### config.mk
export PLATFORM = sky130hd
export DESIGN_NAME = sample_jitter
export DESIGN_NICKNAME = d
export VERILOG_FILES = /design/src/rtl/sample_jitter_pkg.sv /design/src/rtl/tree_hash.sv /design/src/rtl/sample_jitter.sv
export SDC_FILE = /design/constraint.sdc
export NUM_CORES = 1
export LEC_CHECK = 0
export BUFFER_PORTS_ARGS = -buffer_cell sky130_fd_sc_hd__buf_4
export CAP_MARGIN = 20
export CORE_MARGIN = 3
export CORE_UTILIZATION = 40
export DETAILED_ROUTE_END_ITERATION = 10
export SKIP_CTS_REPAIR_TIMING = 1
export SLEW_MARGIN = 0
export SYNTH_ARGS = -nofsm -noshare
export SYNTH_HDL_FRONTEND = slang
export SYNTH_HIERARCHICAL = 1
export SYNTH_SLANG_ARGS = --single-unit
### constraint.sdc
create_clock -name clk -period 2.76 [get_ports clk]
set_input_delay 0.552 -clock clk [delete_from_list [all_inputs] [get_ports clk]]
set_output_delay 0.552 -clock clk [all_outputs]
set_load 0.02 [all_outputs]
### src/rtl/sample_jitter_pkg.sv
// Shared constants for the sample jitter unit: coordinate defaults, hash slice, jitter field split.
// Latency: n/a (package only).
// Backpressure: n/a (package only).
package sample_jitter_pkg;

  // Default fixed-point format of sample coordinates.
  localparam int SIGFIG_DEF = 24;
  localparam int RADIX_DEF  = 10;
  localparam int TAG_W_DEF  = 16;

  // Hash folds {x[19:0], y[19:0]} down to one byte.
  localparam int HASH_SLICE_HI = 19;
  localparam int HASH_SLICE_LO = 0;
  localparam int HASH_IN_W     = 2 * (HASH_SLICE_HI - HASH_SLICE_LO + 1);
  localparam int HASH_OUT_W    = 8;

  // Hash byte splits into a 4-bit X offset (upper) and a 4-bit Y offset (lower).
  localparam int JIT_W = 4;

  localparam logic [HASH_OUT_W-1:0] HASH_MASK_ON  = 8'hFF;
  localparam logic [HASH_OUT_W-1:0] HASH_MASK_OFF = 8'h00;

  // Disabling jitter forces the hash, and therefore both offsets, to zero.
  function automatic logic [HASH_OUT_W-1:0] hash_mask(input logic jitter_en);
    return jitter_en ? HASH_MASK_ON : HASH_MASK_OFF;
  endfunction

endpackage

### src/rtl/tree_hash.sv
// XOR-tree hash: input bit i is folded into output bit (i mod OUT_WIDTH), result ANDed with a mask.
// Latency: combinational.
// Backpressure: none (pure function).
//
// Ports: in_dat (IN_WIDTH) hash key, mask_dat (OUT_WIDTH) output mask, hash_dat (OUT_WIDTH) result.
module tree_hash #(
  parameter int IN_WIDTH  = 40,
  parameter int OUT_WIDTH = 8
) (
  input  logic [IN_WIDTH-1:0]  in_dat,
  input  logic [OUT_WIDTH-1:0] mask_dat,
  output logic [OUT_WIDTH-1:0] hash_dat
);

  logic [OUT_WIDTH-1:0] fold;

  always_comb begin
    fold = '0;
    for (int i = 0; i < IN_WIDTH; i++) begin
      fold[i % OUT_WIDTH] = fold[i % OUT_WIDTH] ^ in_dat[i];
    end
  end

  assign hash_dat = fold & mask_dat;

endmodule

### src/rtl/sample_jitter.sv
// Two-stage jitter pipe: S1 captures sample + config, S2 registers position + hashed sub-sample offset.
// Latency: 2 cycles, 1 sample/cycle when downstream is not stalling.
// Backpressure: valid/halt with bubble collapsing; halt_out_RnnL is combinational from halt_in_RnnL.
//
// Ports: clk, rst (async active-low); upstream valid_in/x_in/y_in/tag_in/jitter_en/ss_lg2 and
// halt_out (low = stall); downstream valid_out/x_out/y_out/tag_out and halt_in (low = stall).
module sample_jitter
  import sample_jitter_pkg::*;
#(
  parameter int SIGFIG = SIGFIG_DEF,
  parameter int RADIX  = RADIX_DEF,
  parameter int TAG_W  = TAG_W_DEF
) (
  input  logic              clk,
  input  logic              rst,
  input  logic              valid_in_RnnH,
  input  logic [SIGFIG-1:0] x_in_RnnU,
  input  logic [SIGFIG-1:0] y_in_RnnU,
  input  logic [TAG_W-1:0]  tag_in_RnnH,
  input  logic              jitter_en_RnnH,
  input  logic [1:0]        ss_lg2_RnnU,
  output logic              halt_out_RnnL,
  output logic              valid_out_RnnH,
  output logic [SIGFIG-1:0] x_out_RnnU,
  output logic [SIGFIG-1:0] y_out_RnnU,
  output logic [TAG_W-1:0]  tag_out_RnnH,
  input  logic              halt_in_RnnL
);

  // Stage 1: raw sample plus the config it was issued under.
  logic              v1_q, v1_d;
  logic [SIGFIG-1:0] x1_q, x1_d;
  logic [SIGFIG-1:0] y1_q, y1_d;
  logic [TAG_W-1:0]  tag1_q, tag1_d;
  logic              jen1_q, jen1_d;
  logic [1:0]        ss1_q, ss1_d;

  // Stage 2: jittered sample presented downstream.
  logic              v2_q, v2_d;
  logic [SIGFIG-1:0] x2_q, x2_d;
  logic [SIGFIG-1:0] y2_q, y2_d;
  logic [TAG_W-1:0]  tag2_q, tag2_d;

  logic adv1, adv2;

  // A stage advances when empty or when the stage after it advances.
  assign adv2 = !v2_q || halt_in_RnnL;
  assign adv1 = !v1_q || adv2;

  // Offset datapath between S1 and S2.
  logic [HASH_IN_W-1:0]  hash_key;
  logic [HASH_OUT_W-1:0] hash;
  logic [JIT_W-1:0]      jx, jy;
  logic [RADIX-1:0]      off_x_frac, off_y_frac;
  logic [SIGFIG-1:0]     off_x, off_y;

  assign hash_key = {x1_q[HASH_SLICE_HI:HASH_SLICE_LO], y1_q[HASH_SLICE_HI:HASH_SLICE_LO]};

  tree_hash #(
    .IN_WIDTH  (HASH_IN_W),
    .OUT_WIDTH (HASH_OUT_W)
  ) u_tree_hash (
    .in_dat   (hash_key),
    .mask_dat (hash_mask(jen1_q)),
    .hash_dat (hash)
  );

  assign jx = hash[HASH_OUT_W-1 -: JIT_W];
  assign jy = hash[JIT_W-1:0];

  // The 4-bit jitter is the top of a one-pixel fraction; finer sub-sample grids shrink it.
  assign off_x_frac = {jx, {(RADIX-JIT_W){1'b0}}} >> ss1_q;
  assign off_y_frac = {jy, {(RADIX-JIT_W){1'b0}}} >> ss1_q;
  assign off_x      = {{(SIGFIG-RADIX){1'b0}}, off_x_frac};
  assign off_y      = {{(SIGFIG-RADIX){1'b0}}, off_y_frac};

  always_comb begin
    v1_d   = v1_q;
    x1_d   = x1_q;
    y1_d   = y1_q;
    tag1_d = tag1_q;
    jen1_d = jen1_q;
    ss1_d  = ss1_q;
    v2_d   = v2_q;
    x2_d   = x2_q;
    y2_d   = y2_q;
    tag2_d = tag2_q;

    if (adv1) begin
      v1_d   = valid_in_RnnH;
      x1_d   = x_in_RnnU;
      y1_d   = y_in_RnnU;
      tag1_d = tag_in_RnnH;
      jen1_d = jitter_en_RnnH;
      ss1_d  = ss_lg2_RnnU;
    end

    if (adv2) begin
      v2_d   = v1_q;
      x2_d   = x1_q + off_x;   // wraps modulo 2^SIGFIG
      y2_d   = y1_q + off_y;
      tag2_d = tag1_q;
    end
  end

  always_ff @(posedge clk or negedge rst) begin
    if (!rst) begin
      v1_q   <= 1'b0;
      x1_q   <= '0;
      y1_q   <= '0;
      tag1_q <= '0;
      jen1_q <= 1'b0;
      ss1_q  <= '0;
      v2_q   <= 1'b0;
      x2_q   <= '0;
      y2_q   <= '0;
      tag2_q <= '0;
    end else begin
      v1_q   <= v1_d;
      x1_q   <= x1_d;
      y1_q   <= y1_d;
      tag1_q <= tag1_d;
      jen1_q <= jen1_d;
      ss1_q  <= ss1_d;
      v2_q   <= v2_d;
      x2_q   <= x2_d;
      y2_q   <= y2_d;
      tag2_q <= tag2_d;
    end
  end

  assign halt_out_RnnL  = adv1;
  assign valid_out_RnnH = v2_q;
  assign x_out_RnnU     = x2_q;
  assign y_out_RnnU     = y2_q;
  assign tag_out_RnnH   = tag2_q;

endmodule

-- Yosys cells after proc, flatten, opt, wreduce, memory -nomap -nowiden
Index checks and enable logic that the tools add are counted.
Widths: inputs -> output; s select.
- bits in registers: 133
- input bits: 71
- output and inout port bits: 66
- $add $sub $neg: 2
- shift operators: 2
- mux-type cells: 1
- bitwise logic cells: 33
- reduce and logical (&&, ||, !) cells: 4
- operators with widths (kind ; number):
    $add 24x10->24 ; 2
    $xor 1x1->1 ; 32
    $shr 10x2->10 ; 2
    $and 8x8->8 ; 1
    $mux 8 ; 1
    $logic_not 1->1 ; 2
    $logic_or 1x1->1 ; 2

-- Longest topological paths before layout
- depth after elaboration: 7
- depth in mapped cells: 12
- mapped depth without buffers: 12

-- Modules after synthesis
The synthesis kept the hierarchy.
- by module, submodules not included (module ; instances ; cells an instance ; area an instance (um^2) ; seq. area each (um^2)):
    sample_jitter ; 1 ; 559 ; 6128.4 ; 3328.2
    tree_hash ; 1 ; 32 ; 370.4 ; 0.0

-- Worst setup path before layout
No wires, ideal clock.
- kind: register to register
- from: register y1_q[10]
- to: register y2_q[23], in the netlist y_out_RnnU[23]
- library setup time: 0.082 ns
- arrival: 2.868 ns
- data required time: 2.678 ns
- path slack: -0.190 ns
- cell stages (with the launch flop): 12
- path buffers: 0
- clock period less this slack: 2.950 ns
- path through: dfrtp_1 -> xnor3_1 -> xnor2_1 -> and2_1 -> mux2_2 -> a22o_1 -> ha_1 -> nand2b_1 -> a21oi_2 -> o21ai_1 -> or3_1 -> a31oi_1
- word-level cells in the longest chain between the ends: 7
- RTL lines (item ; line ; text):
    start: declaration ; sample_jitter.sv:33 ; logic [SIGFIG-1:0] y1_q, y1_d;
    start signal: assignment ; sample_jitter.sv:121 ; y1_q <= y1_d;
    $xor 1x1->1 (4 in series) ; tree_hash.sv:20 ; fold[i % OUT_WIDTH] = fold[i % OUT_WIDTH] ^ in_dat[i];
    $and 8x8->8 ; tree_hash.sv:24 ; assign hash_dat = fold & mask_dat;
    via hash[2] ; sample_jitter.sv:52 ; logic [HASH_OUT_W-1:0] hash;
    $shr 10x2->10 ; sample_jitter.sv:73 ; assign off_y_frac = {jy, {(RADIX-JIT_W){1'b0}}} >> ss1_q;
    $add 24x10->24 ; sample_jitter.sv:101 ; y2_d = y1_q + off_y;
    end signal: assignment ; sample_jitter.sv:127 ; y2_q <= y2_d;
    end: declaration ; sample_jitter.sv:41 ; logic [SIGFIG-1:0] y2_q, y2_d;
The timed path passes the listed nets, and every way through them passes these cells.
A chain may end at the register's enable or synchronous reset.

-- Worst setup path in the final report
- from: register x1_q[1]
- to: register x2_q[23], in the netlist x_out_RnnU[23]
- word-level cells in the longest chain between the ends: 6
- RTL lines (item ; line ; text):
    start: declaration ; sample_jitter.sv:32 ; logic [SIGFIG-1:0] x1_q, x1_d;
    start signal: assignment ; sample_jitter.sv:109 ; x1_q <= '0;
    start signal: assignment ; sample_jitter.sv:120 ; x1_q <= x1_d;
    $xor 1x1->1 (3 in series) ; tree_hash.sv:20 ;
    $and 8x8->8 ; tree_hash.sv:24 ;
    via hash[5] ; sample_jitter.sv:52 ;
    $shr 10x2->10 ; sample_jitter.sv:72 ; assign off_x_frac = {jx, {(RADIX-JIT_W){1'b0}}} >> ss1_q;
    $add 24x10->24 ; sample_jitter.sv:100 ; x2_d = x1_q + off_x;
    end signal: assignment ; sample_jitter.sv:115 ; x2_q <= '0;
    end signal: assignment ; sample_jitter.sv:126 ; x2_q <= x2_d;
    end: declaration ; sample_jitter.sv:40 ; logic [SIGFIG-1:0] x2_q, x2_d;
The timed path passes the listed nets, and every way through them passes these cells.

==> impl_metrics.tcl <==
set metrics [dict create \
    clock_sinks 133 \
    hold_viol 0 \
    fp-row-count 45 \
    path_max_fanout 6 \
    clkTransAtPathRegs_ns 0.06 \
    synth_nets 678 \
    leakage_nw 4.22 \
    dieArea_um2 17800 \
    slowest_delay_ns 0.43 \
    final_cells 1017 \
    grt_use_total 0.188 \
    fin_tns_setup_ns -2.17 \
    via_count 5001 \
    cts-htree-levels 4 \
    synthArstFlopShare 1.00 \
    overflow 0 \
    dieHeight_um 133 \
    slew_violations 0 \
    ir_worst_vdd_uv 437 \
    crit_arrival_ns 3.23 \
    fin_crit_sh 1.05 \
    drive_above_1_share 0.432 \
    io_buffers 136 \
    synth.avg_cell_area_um2 11.0 \
    worst_pin_slew_ns 0.994 \
    crit_chain "xnor3_1, xnor2_1, and2_1, mux2i_1, a21oi_1, ha_1, o211ai_1, o211ai_2, nand2_2, or3_1, a31oi_1" \
    gp_congestion 0.825 \
    yosys_warnings 6 \
    final_common_cell "buf_4" \
    fin_worst_skew_ns 0.00830 \
    fmax_mhz 345 \
    synthToLayoutAreaGrowth_pct 38.6 \
    mostFrequentLayoutCells "201 x buf_4, 133 x dfrtp_1, 116 x nand2_1" \
    drt_iter0_drc 314 \
    syn_area_um2 6500 \
    final_area_um2 9010 \
    power_density_nw_per_um2 756 \
    grt_pass1_vias 5074 \
    finish.utilization 0.580 \
    die-width_um 133 \
    antenna_found_initial 0 \
    synth_edf_count 0 \
    dpl_cell_area_um2 8280 \
    path_buf_inv 0 \
    path_delay_family "compound AO/OA/AOI/OAI gates" \
    ys_ff_latch 133 \
    start_kind "register" \
    setup_slack_ns -0.140 \
    violations "setup timing" \
    cts_tree "done" \
    grt_max_degree 84 \
    n_antenna_cell 0 \
    slowest_stage "xnor3_1" \
    path_class "reg -> reg" \
    synth_ff_type "dfrtp_1" \
    cts-buffers-inserted 17 \
    rsz0062_at_grt "yes" \
    cts-root-buf "clkbuf_16" \
    synth_seq_area_share 0.512 \
    status "complete, but fails checks" \
    core_um2 15500 \
    drcViolationCount 0 \
    endpoint_kind "register" \
    synth.distinct_cells 41 \
    clockBufferDepth 2 \
    clk_latency_ns 0.42 \
    ios 137 \
    fin_nets 881 \
    routed_wirelength_um 16500 \
    post_drt_wl_per_cell_um 16.2 \
    min_period_ns 2.90 \
    setup_viol 28 \
    synthCells 591 \
    antenna_left 0 \
    via_per_inst 4.92 \
    required_ns 3.09 \
    worstRegToRegCells 11 \
    start_util 0.418 \
    drt_pass1_iterations 4 \
    grt_pass1_wl_um 26400 \
    dp.cells 978 \
    hp-class "in -> async" \
    dp_hpwl_um 12000 \
    slew_headroom 0.338 \
    crit_cells 11 \
    drv_cap 0 \
]
==> metal layers <==
metal	share of wire	vias up	track usage
li1	-	2443	-
met1	0.46	2413	0.252
met2	0.49	120	0.305
met3	0.040	25	0.0374
met4	0.017	0	0.0657
met5	0	-	0
==> through the flow <==
| step | worst slack [ns] | total power, W | hold slack, ns |
|---|---|---|---|
| 2_1_floorplan | -0.0621 | 0.00367 | 0.256 |
| 3_3_place_gp | -0.184 | 0.00459 | 0.450 |
| 3_5_place_dp | -0.223 | 0.00463 | 0.457 |
| 4_1_cts | -0.264 | 0.00672 | 0.0878 |
| 5_1_grt | -0.357 | 0.00717 | 0.118 |
| 6_report | -0.140 | 0.00681 | 0.0825 |
==> layout make-up <==
class / count / area (um2)
flip-flops and latches: 133 / 3330
multi-input cells: 428 / 3240
clock inverters: 9 / 81.3
repair buffers: 209 / 1630
fillers: 1341 / 6530
inverters: 5 / 18.8
well taps: 211 / 264
clock buffers: 22 / 454
==> path summary, 6_finish.rpt <==
path / start / endpoint / slack (ns)
setup / recovery: x1_q[1]$_DFFE_PN0P_ / x_out_RnnU[23]$_DFFE_PN0P_ / -0.14
hold / removal: rst / y1_q[16]$_DFFE_PN0P_ / 0.08
setup reg to reg: x1_q[1]$_DFFE_PN0P_ / x_out_RnnU[23]$_DFFE_PN0P_ / -0.14
hold reg to reg: tag_out_RnnH[6]$_DFFE_PN0P_ / tag_out_RnnH[6]$_DFFE_PN0P_ / 0.46
max in group asynchronous: rst / x_out_RnnU[8]$_DFFE_PN0P_ / 1.88
min in group clk: valid_in_RnnH / v1_q$_DFFE_PN0P_ / 0.33
==> flip-flops by register name, summed over array words and instances (netlist names) <==
register	count
y1_q	24
x1_q	24
valid_out_RnnH	1
ss1_q	2
tag1_q	16
v1_q	1
x_out_RnnU	24
y_out_RnnU	24
tag_out_RnnH	16
jen1_q	1
==> synth_stat cells, types with 6 or more instances <==
library cell | n | share of area
dfrtp_1 | 133 | 0.51
nand2_1 | 118 | 0.068
mux2_2 | 69 | 0.12
o21ai_0 | 41 | 0.032
xor2_1 | 36 | 0.049
a21oi_1 | 19 | 0.015
nor2_1 | 18 | 0.010
clkbuf_1 | 16 | 0.0092
ha_1 | 14 | 0.027
xnor2_1 | 12 | 0.016
nand3_1 | 11 | 0.0085
and2_1 | 9 | 0.0087
buf_2 | 8 | 0.0062
nand4_1 | 8 | 0.0077
xnor3_1 | 8 | 0.028
o211ai_1 | 6 | 0.0069
==> kinds of logic (layout without fill, tap and decap cells) <==
kind of cell    after synthesis  after routing  synth area share
fa+ha+maj                    16             16            0.0331
mux                          74             74             0.127
xor+xnor                     56             56            0.0924
flops                       133            133             0.512
simple gates                194            194             0.137
compound gates               88             88            0.0795
buf+inv                      30            245            0.0189
==> report_power, final <==
| group | internal [W] | total [W] | switching, W | leakage, nW |
|---|---|---|---|---|
| clock network | 0.00125 | 0.00207 | 0.000820 | 0.256 |
| logic | 0.00113 | 0.00228 | 0.00115 | 2.40 |
| registers | 0.00225 | 0.00246 | 0.000207 | 1.57 |
| total | 0.00463 | 0.00681 | 0.00217 | 4.22 |
Note: power is estimated with default switching activity, not from simulation.
